**config.mk**
```make
export PLATFORM = sky130hd
export DESIGN_NAME = tdm_demux_rx
export DESIGN_NICKNAME = d
export VERILOG_FILES = /design/src/rtl/tdm_demux_rx.sv
export SDC_FILE = /design/constraint.sdc
export NUM_CORES = 1
export LEC_CHECK = 0
export BUFFER_PORTS_ARGS = -buffer_cell sky130_fd_sc_hd__buf_2
export CAP_MARGIN = 25
export CORE_UTILIZATION = 40
export DETAILED_ROUTE_END_ITERATION = 6
export PLACE_DENSITY_LB_ADDON = 0.2
export REMOVE_ABC_BUFFERS = 1
export SYNTH_ARGS = -nofsm -noshare
export SYNTH_HDL_FRONTEND = slang
export SYNTH_SLANG_ARGS = --single-unit
```
**constraint.sdc**
```tcl
create_clock -name clk -period 2 [get_ports clk]
set_clock_uncertainty 0.1 [all_clocks]
set_input_delay 0.4 -clock clk [delete_from_list [all_inputs] [get_ports clk]]
set_output_delay 0.4 -clock clk [all_outputs]
set_load 0.005 [all_outputs]
```
**src/rtl/tdm_demux_rx.sv**
```systemverilog
// Time-division demultiplexer: gathers CHANNELS consecutive words that follow a
// start-of-frame marker and publishes them together as one frame.
module tdm_demux_rx #(
    parameter int WIDTH = 8,
    parameter int SELW  = 2
) (
    input  logic                          clk,
    input  logic                          clrn,
    input  logic [WIDTH-1:0]              d,
    input  logic                          d_valid,
    input  logic                          d_sof,
    output logic [(2**SELW)*WIDTH-1:0]    y,
    output logic                          y_valid,
    output logic [SELW-1:0]               ch,
    output logic                          busy,
    output logic                          frame_err
);

    localparam int CHANNELS = 2**SELW;
    localparam logic [SELW-1:0] LAST_CH = SELW'(CHANNELS - 1);

    typedef enum logic {
        IDLE,
        COLLECT
    } state_t;

    state_t                       state_q, state_d;
    logic [SELW-1:0]              ch_q, ch_d;
    logic [CHANNELS*WIDTH-1:0]    y_q, y_d;
    logic                         y_valid_q, y_valid_d;
    logic                         frame_err_q, frame_err_d;

    // The final slot is never buffered: it comes straight from d on completion.
    logic [WIDTH-1:0]             shadow_q [CHANNELS-1];
    logic                         shadow_we;
    logic [SELW-1:0]              shadow_idx;
    logic [CHANNELS*WIDTH-1:0]    frame_full;

    generate
        for (genvar gi = 0; gi < CHANNELS; gi++) begin : g_assemble
            if (gi == CHANNELS - 1) begin : g_last
                assign frame_full[gi*WIDTH +: WIDTH] = d;
            end else begin : g_buf
                assign frame_full[gi*WIDTH +: WIDTH] = shadow_q[gi];
            end
        end
    endgenerate

    always_comb begin
        state_d     = state_q;
        ch_d        = ch_q;
        y_d         = y_q;
        y_valid_d   = 1'b0;
        frame_err_d = 1'b0;
        shadow_we   = 1'b0;
        shadow_idx  = ch_q;

        if (d_valid) begin
            case (state_q)
                IDLE: begin
                    if (d_sof) begin
                        shadow_we  = 1'b1;
                        shadow_idx = '0;
                        ch_d       = SELW'(1);
                        state_d    = COLLECT;
                    end else begin
                        frame_err_d = 1'b1;
                    end
                end
                COLLECT: begin
                    if (d_sof) begin
                        // Short frame: drop the partial one, restart from this word.
                        frame_err_d = 1'b1;
                        shadow_we   = 1'b1;
                        shadow_idx  = '0;
                        ch_d        = SELW'(1);
                    end else if (ch_q == LAST_CH) begin
                        y_d       = frame_full;
                        y_valid_d = 1'b1;
                        ch_d      = '0;
                        state_d   = IDLE;
                    end else begin
                        shadow_we = 1'b1;
                        ch_d      = ch_q + SELW'(1);
                    end
                end
                default: begin
                    state_d = IDLE;
                    ch_d    = '0;
                end
            endcase
        end
    end

    always_ff @(posedge clk or negedge clrn) begin
        if (!clrn) begin
            state_q     <= IDLE;
            ch_q        <= '0;
            y_q         <= '0;
            y_valid_q   <= 1'b0;
            frame_err_q <= 1'b0;
        end else begin
            state_q     <= state_d;
            ch_q        <= ch_d;
            y_q         <= y_d;
            y_valid_q   <= y_valid_d;
            frame_err_q <= frame_err_d;
        end
    end

    always_ff @(posedge clk or negedge clrn) begin
        if (!clrn) begin
            for (int k = 0; k < CHANNELS - 1; k++) begin
                shadow_q[k] <= '0;
            end
        end else begin
            for (int k = 0; k < CHANNELS - 1; k++) begin
                if (shadow_we && shadow_idx == SELW'(k)) begin
                    shadow_q[k] <= d;
                end
            end
        end
    end

    assign y         = y_q;
    assign y_valid   = y_valid_q;
    assign ch        = ch_q;
    assign busy      = (state_q == COLLECT);
    assign frame_err = frame_err_q;

endmodule

```
# == Word-level counts from Yosys, hierarchy flattened ==
# Cells that the tools add are included.
# word_totals
ff_bits,61
input_bits,12
output_inout_bits,37
wordCells,39
# op_classes
add_sub_neg,1
n_eq_ne,4
n_mux,18
n_bitwise,2
reduce_logical,6
# ops
operator,count
$mux 1,10
$mux 2,5
$eq 2x2->1 const B,2
$pmux 1 s2,2
$pmux 2 s2,1
$reduce_and 4->1,1
$logic_and 1x1->1,3
$add 2x1->2 const B,1
$eq 2x1->1 const B,1
$logic_not 2->1,1
$ne 2x2->1 const B,1
$not 1->1,2
$reduce_and 2->1,1

# == Depth between registers and ports, before layout ==
# Gate-level depths: netlist of run 1.
# logic_depth
word_depth,6
depth_mapped,5
depth_no_buf,5

# == Worst setup path after synthesis of run 1 ==
# Ideal clock, no wire load.
# synth_path
kind,register to register
startpoint,"reg ch_q[0], in the netlist ch[0]"
endpoint,"reg shadow_q, in the netlist frame_full[0]"
setup_time_ps,125
t_arrival_ps,1486
t_required_ps,1775
path_slack_ps,290
stages_incl_launch_ff,5
n_path_buf,0
synth_period_minus_slack_ps,1710
path_cell_list,dfrtp_1 > ha_1 > nor4b_1 > o21ai_2 > mux2_2
# synth_via
elab_chain_cells,6
word_cells_on_any_way,9
classes_between,eq/ne (1); mux (6); reduce/logical (2)
# synth_rtl
element,line_no,rtl
start: declaration,28,"logic [SELW-1:0] ch_q, ch_d;"
start signal: assignment,104,ch_q <= ch_d;
$eq 2x2->1,77,end else if (ch_q == LAST_CH) begin
$mux 1,77,
$mux 1,71,if (d_sof) begin
$pmux 1 s2,59,case (state_q)
$mux 1,58,if (d_valid) begin
$logic_and 1x1->1 (*),118,if (shadow_we && shadow_idx == SELW'(k)) begin
end signal: indexed assignment,114,shadow_q[k] <= '0;
end signal: indexed assignment,119,shadow_q[k] <= d;
end: declaration,34,logic [WIDTH-1:0] shadow_q [CHANNELS-1];
# Every way passes the cells marked *; elsewhere a longest branch is shown, timed or not.
# A chain may end at the register's enable or synchronous reset.

# == Worst setup path in the final report of run 1 ==
# layout_path
startpoint,"reg ch_q[1], in the netlist ch[1]"
endpoint,"reg shadow_q, in the netlist frame_full[3]"
# The elaborated chain is that of the path after synthesis.

==> reports/metrics.cfg, run 1 <==
[outcome]
status=finished, final reports clean

[power_and_ir_drop]
swShare_pct=27.3
p_per_area_mw_per_mm2=1460
p_seq_share_pct=47.1
irDropWorstVdd_mv=0.616
p_sw_uw=1200
p_int_uw=3200
leakagePower_uw=0.00159
clockPowerShare_pct=20.7
comb_power_share_pct=32.1

[placement]
gp_congestion=0.704
place_ws_ns=0.00367
hpwlAfterDp_um=2930
dpl_cell_area_mm2=0.00283
dp.cells=267
io_buffer_count=48

[sta]
finalCritPeriodShare_pct=92.2
period_needed_ns=1.84
setup_violations=0
slew_headroom_pct=78.5
worst_slew_pin_slew_ns=0.321
tns_ns=0
layout_setup_ws_ns=0.155
final_hold_viol_count=0
rsz0062_at_grt=no
fmax_mhz=542
drv_slew=0

[yosys]
ys.flop_type=dfrtp_1
synth_mux_area_share_pct=30.3
ys_warn_count=0
synth-simple-area-share_pct=3.59
ys_ff_latch=61
synth_xor_area_share_pct=0
postSynth.asyncResetShare_pct=100
synth_edf_count=0
avgSynthCellArea_um2=17.2
seq_area_frac_synth_pct=61.6
synth_common_cells=61 x dfrtp_1, 29 x mux2_4, 28 x mux2_2
netlist_area_mm2=0.00248
synth_compound_area_share_pct=1.11
netlist-cell-type-count=18
syn_inst=144
yosysMostFrequentCell=dfrtp_1
yosysTopAreaCell=dfrtp_1
synth_fa_ha_area_share_pct=1.01
synth_area_leaders=dfrtp_1 62%, mux2_4 18%, mux2_2 13%
synth_top_family_by_area=multiplexers
yosysTopAreaCellShare_pct=61.6

[drt]
wl_um=4230
drc=0
wl_per_cell_um=14.9
drtIter0Drc=59
firstDrtPassIters=4
vias=1380
via_per_inst=4.86
ant_nets=0

[finish]
drive_gt1_share_pct=62.2
antenna_cells=0
final_cells=284
fin_area_mm2=0.00302
area_growth_pct=22.1
fillCellCount=551
nNetsFinal=220

[critical_path]
worstReg2RegEnd=frame_full[3]$_DFFE_PN0P_
path_class=reg2reg
required_ns=2.11
ff2ff_path_depth=5
crit_slowest_cell=dfrtp_1
worstSetupStartpoint=ch[1]$_DFFE_PN0P_
critPathCapture=frame_full[3]$_DFFE_PN0P_
r2r_start=ch[1]$_DFFE_PN0P_
cp_max_fo=6
path_cells=ha_1, nor4b_2, o21ai_2, buf_4, mux2_2
critical_path_arrival_ns=1.95
cpPeakStageDelay_ns=0.44
startpoint_type=register
r2r_slack_ns=0.16
end_kind=register

[clock_tree]
clock_latency_ns=0.32
clock_sinks=61
cts_tree=built
cts.clk_slew.worst_paths_ns=0.06
cts_max_level=3
root_buffer=clkbuf_8
clock_path_buffers=2
numCtsBuffers=9

[min_path]
hold_start=d[5]
hp-class=in2reg

[global_routing]
grt_pass1_vias=1384
grt_max_degree=62
grt_first_pass_wirelength_um=6860
overflow=0
grt_usage_pct=14.7
antenna_found_initial=0

[floorplan]
rows=28
start_util_pct=41.6
io_pins=49
die_h_um=80.7
fp.dieArea_mm2=0.00651
core-area_mm2=0.00596
dieWidth_um=80.7

[run]
cap_violations=0

how the worst min path moves through the flow:
stage,depth (start not counted),slack [ns],endpoint
2_1_floorplan,0,0.004,busy$_DFFE_PN0P_
3_5_place_dp,2,0.33,y[7]$_DFFE_PN0P_
4_1_cts,2,0.24,y[27]$_DFFE_PN0P_
3_3_place_gp,2,0.33,y[5]$_DFFE_PN0P_
6_report,2,0.26,y[29]$_DFFE_PN0P_
5_1_grt,2,0.25,y[29]$_DFFE_PN0P_
power groups by stage:
stage	registers (µW)	clock network [µW]	logic (µW)
2_1_floorplan	2080	0	842
3_3_place_gp	2070	0	1370
3_5_place_dp	2100	0	1410
4_1_cts	2080	943	1430
5_1_grt	2140	1000	1540
6_report	2070	912	1410
sequential cells by signal, summed over array words and instances (netlist names):
signal      flops
frame_full     24
frame_err       1
y_valid         1
ch              2
busy            1
y              32
critical path: cells and delay by family, from the launching register on:
family | cells | cell delay [ns]
flops | 1 | 0.44
fa+ha+maj | 1 | 0.31
simple gates | 1 | 0.31
mux | 1 | 0.27
buf+inv | 1 | 0.17
compound gates | 1 | 0.12
cell usage in the layout (no fill, tap or decap), types with 2 or more instances in the layout:
| master | n |
|---|---|
| dfrtp_1 | 61 |
| buf_2 | 48 |
| mux2_4 | 29 |
| mux2_2 | 28 |
| clkbuf_8 | 11 |
| buf_4 | 5 |
| inv_1 | 3 |
| nand2_1 | 3 |
| nor2b_1 | 2 |
| nor2_1 | 2 |
| nand4_2 | 2 |
| o21ai_0 | 2 |
| ha_1 | 2 |
| clkinv_2 | 2 |
| buf_12 | 2 |
through the flow:
step / utilization, % / hold WS, ns / power [µW]
floorplan: - / 0.00441 / 2920
global placement: 47.5 / 0.326 / 3440
detailed placement: 47.5 / 0.331 / 3510
CTS: 50.7 / 0.244 / 4460
global route: 50.8 / 0.251 / 4680
finish: 50.8 / 0.258 / 4400
logic make-up after synthesis:
kind of cell / after synthesis
flip-flops: 61
AND/OR/NAND/NOR: 12
multiplexers: 57
AO/OA/AOI/OAI: 4
adder cells (fa/ha/maj): 2
buffers and inverters: 8
timing repair:
action                     in CTS  in global routing
hold endpoints to repair       61                  0
cloned                          0                  0
setup endpoints to repair       2                  8
setup buffers                   2                  0
resized for setup               0                  1
pin swaps                       1                  0
hold buffers                    1                  0
layout make-up:
| cell class | instances | area [µm²] | area share (%) |
|---|---|---|---|
| Clock inverter | 2 | 10.0 | 0.331 |
| Clock buffer | 12 | 155 | 5.13 |
| Multi-Input combinational cell | 75 | 898 | 29.7 |
| Timing Repair Buffer | 56 | 328 | 10.8 |
| Inverter | 3 | 11.3 | 0.373 |
| Tap cell | 75 | 93.8 | 3.10 |
| Sequential cell | 61 | 1530 | 50.5 |
metal layers:
layer	global-route usage, %	share of wire (%)	vias to the layer above
met4	8.04	1.3	0
met3	4.20	4.5	6
met1	17.9	43	701
met2	23.3	51	36
li1	-	-	637
met5	0	0	-
(Power assumes the default switching activity.)
==> run 2, diff against run 1 <==
Settings changed: BUFFER_PORTS_ARGS -buffer_cell sky130_fd_sc_hd__buf_2 to -buffer_cell sky130_fd_sc_hd__buf_4, PLACE_DENSITY set to 0.64, PLACE_DENSITY_LB_ADDON 0.2 to unset.
==> run 2 against run 1 <==
- worst setup slack got worse by 0.040 ns
- wire length increased by 5.8%
- largest cell class unchanged
- highest routed layer unchanged
- sequential power increased by 2%
- combinational power increased by 11%
- hold slack got worse by 0.24 ns
- count of clock-buffer cells in the layout unchanged
- critical path depth unchanged
- design area increased by 4.3%
- global-route usage increased by 1.2 points
==> reports/metrics.cfg, run 2 (synthesis gave the netlist of run 1 again) <==
[outcome]
status=finished, final reports clean  ; unchanged

[critical_path]
critPathTopFamily=flip-flops  ; unchanged
cp_max_fo=6  ; unchanged
crit_slowest_cell=dfrtp_1  ; unchanged
path_cells=ha_1, nor4b_1, o21ai_2, buf_4, mux2_2  ; was ha_1, nor4b_2, o21ai_2, buf_4, mux2_2
cp_num_buf_inv=1  ; unchanged
required_ns=2.12  ; was 2.11 ns
cpPeakStageDelay_ns=0.45  ; was 0.44 ns
path_class=reg2reg  ; unchanged
critical_path_arrival_ns=2.00  ; was 1.95 ns
startpoint_type=register  ; unchanged
end_kind=register  ; unchanged

[global_routing]
overflow=0  ; unchanged
antenna_found_initial=0  ; unchanged
grt_max_degree=62  ; unchanged
grt_usage_pct=15.8  ; was 14.7%
grt_pass1_vias=1415  ; was 1384
grt_first_pass_wirelength_um=7250  ; was 6860 µm

[drt]
wl_per_cell_um=15.9  ; was 14.9 µm
via_per_inst=4.89  ; was 4.86
drc=0  ; unchanged
ant_nets=0  ; unchanged
vias=1379  ; was 1380
firstDrtPassIters=4  ; unchanged
drtIter0Drc=57  ; was 59
wl_um=4480  ; was 4230 µm

[min_path]
hp-class=in2async  ; was in2reg

[sta]
period_needed_ns=1.88  ; was 1.84 ns
slew_headroom_pct=50.2  ; was 78.5%
fmax_mhz=531  ; was 542 MHz
final_hold_viol_count=0  ; unchanged
setup_violations=0  ; unchanged
rsz0062_at_grt=no  ; unchanged
worst_slew_pin_slew_ns=0.747  ; was 0.321 ns
finalCritPeriodShare_pct=94.2  ; was 92.2%
drv_slew=0  ; unchanged
whs_ns=0.0207  ; was 0.258 ns

[clock_tree]
clock_path_buffers=2  ; unchanged
clock_latency_ns=0.34  ; was 0.32 ns
clock_sinks=61  ; unchanged
cts_tree=built  ; unchanged
cts.clk_slew.worst_paths_ns=0.07  ; was 0.06 ns
root_buffer=clkbuf_8  ; unchanged
cts_hold_buf=0  ; was 1
numCtsBuffers=9  ; unchanged
cts_max_level=3  ; unchanged

[finish]
layout_common_cells=61 x dfrtp_1, 51 x buf_4, 29 x mux2_4, 28 x mux2_2, 11 x clkbuf_8  ; was 61 x dfrtp_1, 48 x buf_2, 29 x mux2_4, 28 x mux2_2, 11 x clkbuf_8
final_common_cell=dfrtp_1  ; unchanged
largest_reg_flops=32  ; unchanged
drive_gt1_share_pct=61.8  ; was 62.2%
area_growth_pct=27.3  ; was 22.1%
antenna_cells=0  ; unchanged
seqCellArea_mm2=0.00153  ; unchanged
multiInputGateArea_um2=892  ; was 898 µm²
fillCellCount=507  ; was 551
nNetsFinal=216  ; was 220
final_cells=282  ; was 284

[floorplan]
io_pins=49  ; unchanged
fp.dieArea_mm2=0.00651  ; unchanged
dieWidth_um=80.7  ; unchanged
rows=28  ; unchanged
die_h_um=80.7  ; unchanged
start_util_pct=41.6  ; unchanged
core-area_mm2=0.00596  ; unchanged

[placement]
dp.cells=264  ; was 267
hpwlAfterDp_um=2980  ; was 2930 µm
gp_congestion=0.737  ; was 0.704
io_buffer_count=48  ; unchanged

[power_and_ir_drop]
p_per_area_mw_per_mm2=1560  ; was 1460 mW/mm²
power.total_uw=4900  ; was 4400 µW
irDropWorstVdd_mv=0.684  ; was 0.616 mV
leakagePower_uw=0.00162  ; was 0.00159 µW

[run]
cap_violations=0  ; unchanged

[run 2: cell types whose count changed in the layout (fill, tap and decap cells not counted), sizes merged]
cell	delta
bufinv	+2
dlygate4sd3	-1
buf	-3
[run 2: metrics by stage]
stage	setup slack [ns]	cell area (µm²)	TNS, ns	utilization, %
after floorplan	0.100	2430	0	-
after global placement	0.0457	2910	0	48.9
after detailed placement	-0.0168	2910	-0.100	48.9
after CTS	0.115	3150	0	52.9
after global routing	0.0157	3150	0	52.9
final	0.115	3150	0	52.9
[run 2: timing repair]
item | in CTS | in global routing
endpoints found under the setup margin | 8 | 0
resized for setup | 0 | 0
setup buffers | 2 | 0
[run 2: cell type report]
cell class	instances	share of cell area (%)
multi-input combinational	75	28.3
inverter	3	0.357
clock inverter	4	2.22
timing repair buffer	52	12.8
sequential	61	48.4
tap	75	2.98
clock buffer	12	4.92
[run 2: worst paths after layout]
check,from,end,slack (ns),cells past startpoint
min in group clk,d[3],y[27]$_DFFE_PN0P_,0.22,2
setup / recovery,ch[1]$_DFFE_PN0P_,frame_full[5]$_DFFE_PN0P_,0.12,5
hold reg to reg,frame_full[6]$_DFFE_PN0P_,y[6]$_DFFE_PN0P_,0.40,1
max in group asynchronous,clrn,frame_err$_DFF_PN0_,1.27,1
setup reg to reg,ch[1]$_DFFE_PN0P_,frame_full[5]$_DFFE_PN0P_,0.12,5
hold / removal,clrn,y[2]$_DFFE_PN0P_,0.02,1
[run 2: metal layers]
metal | global-route usage [%] | vias up | part of all wire, %
met5 | 0 | - | 0
met4 | 10.0 | 0 | 3.2
met3 | 5.45 | 13 | 4.6
met2 | 24.9 | 36 | 50
met1 | 18.4 | 706 | 42
li1 | - | 624 | -
[run 2: power breakdown]
group	internal, µW	switching (µW)	leakage (µW)
Combinational	1070	491	0.000750
Sequential	1780	331	0.000759
Clock	766	464	0.000116
==> run 3, diff against run 2 <==
Settings changed: BUFFER_PORTS_ARGS -buffer_cell sky130_fd_sc_hd__buf_4 to -buffer_cell sky130_fd_sc_hd__buf_2.
==> run 3 against run 2 <==
- die area unchanged
- design area shrank 2.5%
- global-route usage down 1.5 points
- sequential power hardly changed
- count of clock-buffer cells in the layout fell by 2
- total power is 5.7% lower
- clock power fell by 6%
- non-clock buffer count up 2
- core utilization decreased by 1.3 points
==> reports/metrics.cfg, run 3 (synthesis gave the netlist of run 1 again) <==
[sta]
drv_slew=0  ; unchanged
whs_ns=0.250  ; was 0.0207 ns
setup_violations=0  ; unchanged
worst_slew_pin_slew_ns=0.373  ; was 0.747 ns
slew_headroom_pct=75.1  ; was 50.2%
tns_ns=0  ; unchanged
rsz0062_at_grt=no  ; unchanged
period_needed_ns=1.86  ; was 1.88 ns
final_hold_viol_count=0  ; unchanged
finalCritPeriodShare_pct=93.2  ; was 94.2%
fmax_mhz=537  ; was 531 MHz

[drt]
via_per_inst=4.75  ; was 4.89
vias=1344  ; was 1379
firstDrtPassIters=2  ; was 4
drc=0  ; unchanged
wl_per_cell_um=14.8  ; was 15.9 µm
drtIter0Drc=68  ; was 57
ant_nets=0  ; unchanged
wl_um=4190  ; was 4480 µm

[floorplan]
die_h_um=80.7  ; unchanged
io_pins=49  ; unchanged
core-area_mm2=0.00596  ; unchanged
fp.dieArea_mm2=0.00651  ; unchanged
rows=28  ; unchanged
dieWidth_um=80.7  ; unchanged
start_util_pct=41.6  ; unchanged

[clock_tree]
cts_tree=built  ; unchanged
root_buffer=clkbuf_8  ; unchanged
clock_latency_ns=0.32  ; was 0.34 ns
clock_sinks=61  ; unchanged
clock_path_buffers=2  ; unchanged
cts_max_level=3  ; unchanged
numCtsBuffers=9  ; unchanged
cts.clk_slew.worst_paths_ns=0.07  ; about the same

[finish]
largest_reg_flops=32  ; unchanged
area_growth_pct=24.2  ; was 27.3%
antenna_cells=0  ; unchanged
layout_common_cells=61 x dfrtp_1, 48 x buf_2, 29 x mux2_4, 28 x mux2_2, 10 x clkbuf_8  ; was 61 x dfrtp_1, 51 x buf_4, 29 x mux2_4, 28 x mux2_2, 11 x clkbuf_8
drive_gt1_share_pct=62.0  ; was 61.8%
nNetsFinal=218  ; was 216
fin_area_mm2=0.00307  ; was 0.00315 mm²
final_common_cell=dfrtp_1  ; unchanged
fillCellCount=540  ; was 507

[min_path]
hold_end=y[28]$_DFFE_PN0P_
hold_start=d[4]
whs_path_depth=2
hp-class=in2reg  ; was in2async

[critical_path]
end_kind=register  ; unchanged
critical_path_arrival_ns=1.97  ; was 2.00 ns
startpoint_type=register  ; unchanged
cp_max_fo=8  ; was 6
path_class=reg2reg  ; unchanged
ff2ff_path_depth=5  ; unchanged
worstReg2RegEnd=frame_full[7]$_DFFE_PN0P_  ; was frame_full[5]$_DFFE_PN0P_
r2r_slack_ns=0.14  ; was 0.12 ns
r2r_start=ch[0]$_DFFE_PN0P_  ; was ch[1]$_DFFE_PN0P_
required_ns=2.10  ; was 2.12 ns

[placement]
dpl_cell_area_mm2=0.00283  ; was 0.00291 mm²
gp_congestion=0.745  ; was 0.737
io_buffer_count=48  ; unchanged
hpwlAfterDp_um=2760  ; was 2980 µm

[power_and_ir_drop]
p_per_area_mw_per_mm2=1500  ; was 1560 mW/mm²
irDropWorstVdd_mv=0.755  ; was 0.684 mV
power.total_uw=4620  ; was 4900 µW
leakagePower_uw=0.00162  ; about the same

[global_routing]
antenna_found_initial=0  ; unchanged
grt_pass1_vias=1350  ; was 1415
grt_first_pass_wirelength_um=6670  ; was 7250 µm
grt_max_degree=62  ; unchanged
overflow=0  ; unchanged
grt_usage_pct=14.3  ; was 15.8%

[outcome]
status=finished, final reports clean  ; unchanged

[run]
cap_violations=0  ; unchanged

-- run 3: cell count changes in the layout (fill, tap and decap cells not counted) --
cell	previous run	this run
clkinv_2	2	3
dlygate4sd3_1	0	1
clkbuf_8	11	10
clkbuf_1	1	0
buf_2	0	48
buf_12	1	4
buf_4	51	1
-- run 3: per-layer routing --
layer	track usage [%]	share of wire, %	vias up	routed length [µm]
met5	0	0	-	0
met4	5.36	0.64	0	27
met3	5.23	4.5	4	190
met2	21.2	48	28	2000
met1	19.1	47	685	1970
li1	-	-	627	-
-- run 3: per-stage QoR --
step	util, %	cells	setup slack [ns]
2_1_floorplan	-	139	0.100
3_3_place_gp	47.5	266	0.108
3_5_place_dp	47.5	266	0.0589
4_1_cts	51.3	282	0.0448
5_1_grt	51.6	283	0.00513
6_report	51.6	283	0.136
-- run 3: worst max path at each step --
stage / start / endpoint / slack, ns
2_1_floorplan: busy$_DFFE_PN0P_ / y[10]$_DFFE_PN0P_ / 0.10
3_3_place_gp: ch[0]$_DFFE_PN0P_ / frame_full[1]$_DFFE_PN0P_ / 0.11
3_5_place_dp: ch[0]$_DFFE_PN0P_ / frame_full[7]$_DFFE_PN0P_ / 0.06
4_1_cts: ch[0]$_DFFE_PN0P_ / frame_full[7]$_DFFE_PN0P_ / 0.04
5_1_grt: ch[0]$_DFFE_PN0P_ / frame_full[3]$_DFFE_PN0P_ / 0.005
6_report: ch[0]$_DFFE_PN0P_ / frame_full[7]$_DFFE_PN0P_ / 0.14
-- run 3: power breakdown --
group	internal, µW	switching (µW)	total, µW
combinational	911	457	1370
sequential	1780	318	2090
clock	722	438	1160
-- run 3: layout make-up --
cell class	instances	area, µm²	area share [%]
clock buffer	10	138	4.48
clock inverter	5	75.1	2.44
inverter	3	11.3	0.366
multi-input combinational	75	892	29.0
sequential	61	1530	49.7
tap	75	93.8	3.05
timing repair buffer	54	338	11.0
-- run 3: timing repair --
action,CTS,global route
endpoints found under the setup margin,0,8
setup buffers,0,1
hold endpoints to repair,61,0
hold buffers,1,0
gates resized for setup,0,0
-- run 3: critical path: stages (launching register included) --
cell     delay (ns)
dfrtp_1        0.45
ha_1           0.32
nor4b_1        0.34
o21ai_2        0.13
buf_12         0.15
mux2_2         0.26
